[src/rtl/sonar_pkg.sv]
// Shared types and constants for the sonar range front end.
package sonar_pkg;

  localparam int unsigned TONE_W = 16;
  localparam int unsigned PCNT_W = 17;

  typedef enum logic [2:0] {
    IDLE,
    TRIG,
    WAIT_RISE,
    MEASURE,
    DONE
  } state_t;

  function automatic int unsigned cyc_per_us(input int unsigned clk_hz);
    return clk_hz / 32'd1_000_000;
  endfunction

endpackage

[src/rtl/sonar_ranger_if.sv]
// Published range word towards the tone-to-frequency decoder.
interface sonar_ranger_if;
  import sonar_pkg::*;

  logic [TONE_W-1:0] tone;
  logic              tone_valid;
  logic              timeout;

  modport master (output tone, output tone_valid, output timeout);
  modport slave  (input tone, input tone_valid, input timeout);

endinterface

[src/rtl/echo_sync.sv]
// Echo pin synchronizer with registered single-cycle rise/fall pulses.
module echo_sync (
  input  logic clk,
  input  logic rst,
  input  logic echo,
  output logic rise,
  output logic fall
);

  logic s1;
  logic s2;

  always_ff @(posedge clk) begin
    if (rst) begin
      s1   <= 1'b0;
      s2   <= 1'b0;
      rise <= 1'b0;
      fall <= 1'b0;
    end else begin
      s1   <= echo;
      s2   <= s1;
      rise <= s1 & ~s2;
      fall <= ~s1 & s2;
    end
  end

endmodule

[src/rtl/sonar_ranger.sv]
// Ultrasonic ranger: fires the sensor trigger once per period and publishes the echo width in us.
// Build option SONAR_AVG_EN: publish the average of the last four widths instead of the raw width.
module sonar_ranger
  import sonar_pkg::*;
#(
  parameter int unsigned CLK_HZ          = 100_000_000,
  parameter int unsigned TRIG_US         = 10,
  parameter int unsigned PERIOD_US       = 60000,
  parameter int unsigned RISE_TIMEOUT_US = 5000,
  parameter int unsigned MAX_US          = 38000
) (
  input  logic           clk,
  input  logic           rst,
  input  logic           echo,
  output logic           trig,
  sonar_ranger_if.master tone_bus
);

  localparam int unsigned CYC   = cyc_per_us(CLK_HZ);
  localparam int unsigned PRE_W = (CYC > 1) ? $clog2(CYC) : 1;

  state_t              state;
  logic [PRE_W-1:0]    presc;
  logic [PRE_W-1:0]    pprsc;
  logic [PCNT_W-1:0]   pcnt;
  logic [TONE_W-1:0]   cnt;
  logic [TONE_W-1:0]   tone;
  logic                tone_valid;
  logic                timeout;
  logic                rise;
  logic                fall;

  logic                tick_c;
  logic                ptick_c;
  logic                period_hit_c;
  logic                publish_c;
  logic                pub_sat_c;
  logic [TONE_W-1:0]   width_next_c;
  logic [TONE_W-1:0]   pub_tone_c;

  echo_sync u_echo_sync (
    .clk  (clk),
    .rst  (rst),
    .echo (echo),
    .rise (rise),
    .fall (fall)
  );

  // Width prescaler realigns to the echo edge; the period one never does, keeping trigger spacing exact.
  always_comb begin
    tick_c       = (presc == PRE_W'(CYC - 1));
    ptick_c      = (pprsc == PRE_W'(CYC - 1));
    period_hit_c = (pcnt >= PCNT_W'(PERIOD_US)) ||
                   (ptick_c && (pcnt == PCNT_W'(PERIOD_US - 1)));
    width_next_c = cnt + TONE_W'(tick_c);
    publish_c    = 1'b0;
    pub_sat_c    = 1'b0;
    if (state == MEASURE) begin
      if (fall) begin
        publish_c = 1'b1;
      end else if (width_next_c == TONE_W'(MAX_US)) begin
        publish_c = 1'b1;
        pub_sat_c = 1'b1;
      end
    end
  end

`ifdef SONAR_AVG_EN
  localparam int unsigned SUM_W = TONE_W + 2;

  logic [TONE_W-1:0] hist0;
  logic [TONE_W-1:0] hist1;
  logic [TONE_W-1:0] hist2;
  logic              hist_ok;
  logic [SUM_W-1:0]  sum_c;

  // First publish after reset seeds the whole history with that sample.
  always_comb begin
    if (hist_ok) begin
      sum_c = SUM_W'(width_next_c) + SUM_W'(hist0) + SUM_W'(hist1) + SUM_W'(hist2);
    end else begin
      sum_c = {width_next_c, 2'b00};
    end
    pub_tone_c = sum_c[SUM_W-1:2];
  end

  always_ff @(posedge clk) begin
    if (rst) begin
      hist0   <= '0;
      hist1   <= '0;
      hist2   <= '0;
      hist_ok <= 1'b0;
    end else if (publish_c) begin
      hist_ok <= 1'b1;
      hist0   <= width_next_c;
      hist1   <= hist_ok ? hist0 : width_next_c;
      hist2   <= hist_ok ? hist1 : width_next_c;
    end
  end
`else
  assign pub_tone_c = width_next_c;
`endif

  always_ff @(posedge clk) begin
    if (rst) begin
      state      <= IDLE;
      trig       <= 1'b0;
      tone       <= '0;
      tone_valid <= 1'b0;
      timeout    <= 1'b0;
      cnt        <= '0;
      presc      <= '0;
      pprsc      <= '0;
      pcnt       <= PCNT_W'(PERIOD_US);
    end else begin
      tone_valid <= 1'b0;
      presc      <= tick_c ? '0 : presc + PRE_W'(1);
      pprsc      <= ptick_c ? '0 : pprsc + PRE_W'(1);
      if (ptick_c && (pcnt < PCNT_W'(PERIOD_US))) begin
        pcnt <= pcnt + PCNT_W'(1);
      end
      case (state)
        IDLE: begin
          if (period_hit_c) begin
            state <= TRIG;
            trig  <= 1'b1;
            cnt   <= '0;
            presc <= '0;
            pprsc <= '0;
            pcnt  <= '0;
          end
        end
        TRIG: begin
          if (tick_c) begin
            if (cnt == TONE_W'(TRIG_US - 1)) begin
              state <= WAIT_RISE;
              trig  <= 1'b0;
              cnt   <= '0;
            end else begin
              cnt <= cnt + TONE_W'(1);
            end
          end
        end
        WAIT_RISE: begin
          // A rise on the final timeout tick still wins.
          if (rise) begin
            state <= MEASURE;
            cnt   <= '0;
            presc <= '0;
          end else if (tick_c) begin
            if (cnt == TONE_W'(RISE_TIMEOUT_US - 1)) begin
              state   <= IDLE;
              timeout <= 1'b1;
            end else begin
              cnt <= cnt + TONE_W'(1);
            end
          end
        end
        MEASURE: begin
          if (publish_c) begin
            state      <= DONE;
            tone       <= pub_tone_c;
            tone_valid <= 1'b1;
            timeout    <= pub_sat_c;
          end else begin
            cnt <= width_next_c;
          end
        end
        DONE: begin
          state <= IDLE;
        end
        default: begin
          state <= IDLE;
        end
      endcase
    end
  end

  assign tone_bus.tone       = tone;
  assign tone_bus.tone_valid = tone_valid;
  assign tone_bus.timeout    = timeout;

endmodule

[src/flat_wrapper.sv]
// flat-port wrapper written by rule: the top's interface ports become plain ports
module sonar_ranger_flat import sonar_pkg::*;
#(
  parameter int unsigned CLK_HZ          = 100_000_000,
  parameter int unsigned TRIG_US         = 10,
  parameter int unsigned PERIOD_US       = 60000,
  parameter int unsigned RISE_TIMEOUT_US = 5000,
  parameter int unsigned MAX_US          = 38000
)
  (clk, rst, echo, trig, tone_bus_tone, tone_bus_tone_valid, tone_bus_timeout);
  sonar_ranger_if tone_bus_i ();
  input  logic clk;
  input  logic rst;
  input  logic echo;
  output logic trig;
  output wire logic [$bits(tone_bus_i.tone)-1:0] tone_bus_tone;
  output wire logic [$bits(tone_bus_i.tone_valid)-1:0] tone_bus_tone_valid;
  output wire logic [$bits(tone_bus_i.timeout)-1:0] tone_bus_timeout;
  assign tone_bus_tone = tone_bus_i.tone;
  assign tone_bus_tone_valid = tone_bus_i.tone_valid;
  assign tone_bus_timeout = tone_bus_i.timeout;
  sonar_ranger #(.CLK_HZ(CLK_HZ), .TRIG_US(TRIG_US), .PERIOD_US(PERIOD_US), .RISE_TIMEOUT_US(RISE_TIMEOUT_US), .MAX_US(MAX_US)) u_core (.clk(clk), .rst(rst), .echo(echo), .trig(trig), .tone_bus(tone_bus_i));
endmodule
[config.mk]
export PLATFORM = sky130hd
export DESIGN_NAME = sonar_ranger_flat
export DESIGN_NICKNAME = d
export VERILOG_FILES = /design/src/rtl/sonar_pkg.sv /design/src/rtl/sonar_ranger_if.sv /design/src/rtl/echo_sync.sv /design/src/rtl/sonar_ranger.sv /design/src/flat_wrapper.sv
export SDC_FILE = /design/constraint.sdc
export NUM_CORES = 1
export LEC_CHECK = 0
export ABC_AREA = 1
export CAP_MARGIN = 15
export CELL_PAD_IN_SITES_DETAIL_PLACEMENT = 1
export CELL_PAD_IN_SITES_GLOBAL_PLACEMENT = 1
export CORE_MARGIN = 10
export CORE_UTILIZATION = 38
export CTS_CLUSTER_SIZE = 25
export DETAILED_ROUTE_END_ITERATION = 7
export DONT_BUFFER_PORTS = 1
export PLACE_DENSITY_LB_ADDON = 0.1
export RECOVER_POWER = 25
export SETUP_SLACK_MARGIN = 0.02
export SLEW_MARGIN = 5
export SYNTH_ARGS = -nofsm -noshare
export SYNTH_HDL_FRONTEND = slang
export SYNTH_SLANG_ARGS = --single-unit
[constraint.sdc]
create_clock -name clk -period 7.96 [get_ports clk]
set_input_delay 1.194 -clock clk [delete_from_list [all_inputs] [get_ports clk]]
set_output_delay 1.194 -clock clk [all_outputs]
set_load 0.01 [all_outputs]
* Yosys cells after proc, flatten, opt, wreduce, memory -nomap -nowiden
Index checks and enable logic that the tools add are counted.
** Storage, ports and cells
- Register bits :: 73
- Memory bits (read-only) :: 0
- Latch bits :: 0
- Memories :: 0
- Memory bits (writable) :: 0
- Input port bits :: 3
** Cells by class
- $mul :: 0
- Shift operators :: 0
- Bitwise gates (word level) :: 5
- Muxes and demuxes :: 40
- $add $sub $neg :: 5
- Reduce and logical (&&, ||, !) cells :: 13
- Divide/modulo/power cells :: 0
- Order comparisons :: 2
- Eq/ne operators :: 20
** Operators by type and width (number)
- 16-bit 2-to-1 mux :: 7
- 16-bit case mux with 4 select lines :: 1
- 17-bit 2-to-1 mux :: 3
- 7-bit 2-to-1 mux :: 6
- 3-bit 2-to-1 mux :: 7
- 17-bit by 1-bit adder with 17-bit output (second input constant) :: 1
- 17-bit by 16-bit == test with 1-bit output (second input constant) :: 1
- 17-bit by 16-bit >= comparator with 1-bit output (second input constant) :: 1
- 17-bit by 16-bit less-than comparator with 1-bit output (second input constant) :: 1
- 16-bit by 1-bit adder with 16-bit output :: 1
- 16-bit by 1-bit adder with 16-bit output (second input constant) :: 1
- 16-bit by 13-bit == test with 1-bit output (second input constant) :: 1
- 16-bit == test (second input constant) :: 1
- 16-bit by 4-bit == test with 1-bit output (second input constant) :: 1
- 7-bit by 1-bit adder with 7-bit output (second input constant) :: 2
- 7-bit == test (second input constant) :: 2
- 7-bit case mux with 2 select lines :: 1
- 1-bit 2-to-1 mux :: 12
- 2-bit by 1-bit inequality test with 1-bit output (second input constant) :: 6
- 3-bit case mux with 4 select lines :: 1
- 6-bit AND reduction :: 2
- 3-bit by 2-bit == test with 1-bit output (second input constant) :: 2
- 3-bit by 2-bit inequality test with 1-bit output (second input constant) :: 2
- 5-bit AND reduction :: 1
- other kinds (14) :: 21

* Longest topological paths before layout
- Depth in word-level cells :: 8
- Mapped depth :: 19
- Mapped depth without buffers :: 19

* Modules after synthesis
Synthesis repeated with hierarchy kept, for this count alone.
** Second synthesis, totals
- Cell total of the unflattened synthesis :: 640
- Area, all modules :: 4222.8 um^2
** By module, submodules not included
- sonar_ranger :: times used 1, cells each 628, area an instance 4110.2 um^2, sequential area each 1381.3 um^2
- echo_sync :: times used 1, cells each 12, area an instance 112.6 um^2, sequential area each 80.1 um^2

* Least setup slack after synthesis
No wires, ideal clock.
- Kind :: flip-flop to flip-flop
- Start :: register u_core.presc[0]
- End :: register u_core.cnt[4]
- Buffers on the path :: 1
- Path slack :: 5.472 ns
- Stages on the path, launching flop included :: 17
- Setup time :: 0.115 ns
- Arrival time :: 2.373 ns
- Data required time :: 7.845 ns
- Clock period less this slack :: 2.488 ns
- Cell sequence :: dfxtp_1 ha_1 nand2_1 nor2_1 ha_1 nand2_2 nor2_4 nand2_1 xor2_1 nand3_1 nor2_1 nand3_2 nand2_2 nand2_4 buf_6 a21oi_1 nor2_1
** Between the ends
- Cells in the longest elaborated chain, start to end :: 8
** Ends and longest elaborated chain
- start, declared :: RTL line sonar_ranger.sv:23 : logic [PRE_W-1:0] presc;
- start signal, assigned :: RTL line sonar_ranger.sv:117 : presc <= tick_c ? '0 : presc + PRE_W'(1);
- 7-bit == test * :: RTL line sonar_ranger.sv:51 : tick_c = (presc == PRE_W'(CYC - 1));
- 16-bit by 1-bit adder with 16-bit output :: RTL line sonar_ranger.sv:55 : width_next_c = cnt + TONE_W'(tick_c);
- 16-bit == test :: RTL line sonar_ranger.sv:61 : end else if (width_next_c == TONE_W'(MAX_US)) begin
- 1-bit 2-to-1 mux :: RTL line sonar_ranger.sv:61
- 1-bit 2-to-1 mux :: RTL line sonar_ranger.sv:59 : if (fall) begin
- 1-bit 2-to-1 mux :: RTL line sonar_ranger.sv:58 : if (state == MEASURE) begin
- 2-bit inequality test (no line)
- 6-bit AND reduction (no line)
- end signal, assigned :: RTL line sonar_ranger.sv:140 : cnt <= cnt + TONE_W'(1);
- end signal, assigned :: RTL line sonar_ranger.sv:155 : cnt <= cnt + TONE_W'(1);
- end signal, assigned :: RTL line sonar_ranger.sv:166 : cnt <= width_next_c;
- end, declared :: RTL line sonar_ranger.sv:26 : logic [TONE_W-1:0] cnt;
Mark *: on every way between the ends. The rest lies on a longest branch, timed or not. The select of a mux whose other input is x is not followed.
A chain may end at the register's enable or synchronous reset.

* Worst setup path after layout
- Start :: register u_core.presc[0]
- End :: register u_core.cnt[0]
The elaborated chain is that of the path after synthesis.

==> qor.txt <==
post-DP HPWL = 8.66 mm
Core ar. = 0.0105 mm²
number of buffers created by CTS = 9
CP bufs+invs = 0
Slowest-stage cell, CP = dfxtp_1
detailed-router iteration count before antenna repair = 4
register bit total from synthesis = 73
Power Dens Cells = 312 mW/mm²
switching share of total power = 40.9%
PostCTS Resize Cnt = 0
Cells after DPL = 742
vias per cell = 5.12
Max Fclk = 0.297 GHz
Sink Count = 73
Sequential Power Share = 35.1%
synthesis-to-layout area growth = 8.12%
required time of the worst setup path = 8.23 ns
sw power = 569 µW
final core utilization = 42.7%
fin crit period = 3.37 ns
grt ovf = 0
Syn Inst Count = 622
min-delay worst type = register to register
Largest stage delay, worst path = 0.38 ns
crit-path most repeated cell = nand2_1
overall routing resource usage = 15.3%
Post-Synth Adder-Cell Area = 2.42%
Synth Area in XOR/XNOR = 6.37%
final clock skew = 0.0108 ns
worst slew pin tran = 0.508 ns
Max VDD drop = 162 µV
CP arrival = 3.63 ns
commonest cells after routing, fill and taps aside = nand2_1, nor2_1, dfxtp_1
Post-synth EDFFs = 0
CP Launch Type = register
Async S/R FF share, synth = 0%
Clock Latency Late Sink = 0.38 ns
layout cell share with drive strength beyond 1 = 5.79%
Leak Pwr = 1.93 nW
Clock Pin Slew Worst Setup and Hold Paths = 0.08 ns
mux cell area share after synthesis = 0%
Remaining DRCs = 0
cts-stage hold buffer count = 0
final slew viol count = 0
port buffer count = 0
RSZ-0062 raised after global routing = no
internal power = 821 µW
vias in the first global route = 3,960
post-CTS setup buffer count = 0
Clock Power Share = 24.7%
Synth Area in Compound Gates = 8.76%
DR WL/cell = 15.5 µm
# diodes = 0
Std-Cell Rows = 37
die area = 0.0154 mm²
die width = 124 µm
Distinct cells, synth = 39
largest net degree at the start of global routing = 44
commonest non-fill, non-tap cell in the layout = nand2_1
die height = 124 µm
post-route cell area = 0.00446 mm²
Synth Flop Type = dfxtp_1
crit-path max FO = 43
average size of a mapped cell = 6.64 µm²
Setup Crit Path Kind = register to register
CTS tree = built
Clock Tree Buf Depth = 2
CP Cell Sequence = ha_1 > nand2_1 > nor2_1 > ha_1 > nand2_2 > nor2_4 > nand2_1 > xor2_1 > nand3_1 > nor2_1 > nand3_2 > nand2_2 > nand2_4 > nand2_2 > nand2_1 > nand2_1 > nor2_1
Max-slew headroom = 65.9%
clock root cell = clkbuf_8
sequential area share after synthesis = 35.4%
via count = 3,881
Initial Utilization = 39.5%
Max Cap Viol = 0
synthesized area = 0.00413 mm²
Final Instance Count excl. Fillers = 758
IO Count = 22
GPL Wtd Cong = 0.880
number of H-tree levels = 3
crit end category = register
Nets = 629
Iter 0 DRT Violations = 194
status = complete, no violations
fillers = 1,389
antenna violations before repair = 0
final hold violation count = 0
main combinational cell family by area after synthesis = simple AND/OR/NAND/NOR gates
Comb power frac = 40.3%
post-route setup TNS = 0 ns
Ys Warns = 0
Final Cycle Share = 42.3%
first-pass GRT wire length = 19.9 mm
simple-gate area share of the yosys netlist = 37.7%
Post-Route WL = 11.7 mm
Setup-failing EPs final = 0
Routed Antenna Nets = 0
CP delay by family, top = simple AND/OR/NAND/NOR gates
Syn Nets = 633
flop2flop setup slack = 4.59 ns
Placed Area = 0.00421 mm²
==> worst paths after layout <==
kind,from,to,cells after the start
max,u_core.presc[0],u_core.cnt[0],17
min,u_core.u_echo_sync.s2,u_core.u_echo_sync.rise,1
max reg2reg,u_core.presc[0],u_core.cnt[0],17
min reg2reg,u_core.u_echo_sync.s2,u_core.u_echo_sync.rise,1
==> registers in the layout, indices dropped and copies added (netlist names) <==
signal / flops
u_core.tone_bus.tone: 16
u_core.presc: 7
u_core.cnt: 16
u_core.state: 3
u_core.u_echo_sync.rise: 1
u_core.pprsc: 7
u_core.pcnt: 17
u_core.u_echo_sync.s1: 1
u_core.u_echo_sync.fall: 1
u_core.u_echo_sync.s2: 1
u_core.tone_bus.tone_valid: 1
u_core.trig: 1
u_core.tone_bus.timeout: 1
==> final cells by class <==
type,count,area (µm²),area share (%)
Timing Repair Buffer,3,42.5,0.953
Tap cell,136,170,3.81
Sequential cell,73,1460,32.7
Multi-Input combinational cell,457,2280,51.1
Clock buffer,13,169,3.78
Clock inverter,2,60.1,1.35
Inverter,74,278,6.22
==> cells by family after synthesis <==
logic type,count (synthesis)
AND/OR/NAND/NOR,352
buffers and inverters,92
flip-flops,73
AO/OA/AOI/OAI,67
XOR/XNOR,30
adder cells (fa/ha/maj),8
==> metal layers <==
layer	wire length (µm)	share of wire (%)	global-route usage, %	vias up
met4	219	1.9	4.77	0
met5	0	0	0	-
met2	5620	48	25.8	51
met1	5390	46	18.2	1841
li1	-	-	-	1973
met3	525	4.5	4.63	16
==> metrics by stage <==
step | power, mW | hold WS (ns) | worst slack, ns
4_1_cts | 1.38 | 0.424 | 4.58
5_1_grt | 1.51 | 0.462 | 4.26
3_3_place_gp | 1.01 | 0.404 | 4.74
2_1_floorplan | 0.886 | 0.398 | 5.47
6_report | 1.39 | 0.425 | 4.59
3_5_place_dp | 1.03 | 0.413 | 4.64
==> synth_stat cells, types with 6 or more instances <==
cell,instances,area share (%)
nand2_1,145,13
nor2_1,99,9.0
dfxtp_1,73,35
inv_1,71,6.5
nand3_1,54,6.5
o21ai_0,28,3.4
a21oi_1,27,3.3
xor2_1,24,5.1
nand4_1,15,2.3
nor3_1,11,1.3
ha_1,8,2.4
nand3b_1,8,1.5
nand2_2,6,0.91
xnor2_1,6,1.3
==> power groups by stage <==
stage	combinational [mW]	sequential, mW	clock, mW
detailed placement	0.532	0.495	0
floorplan	0.423	0.463	0
global route	0.646	0.497	0.370
finish	0.560	0.487	0.343
CTS	0.537	0.487	0.354
global placement	0.513	0.493	0
(Power assumes the default switching activity.)
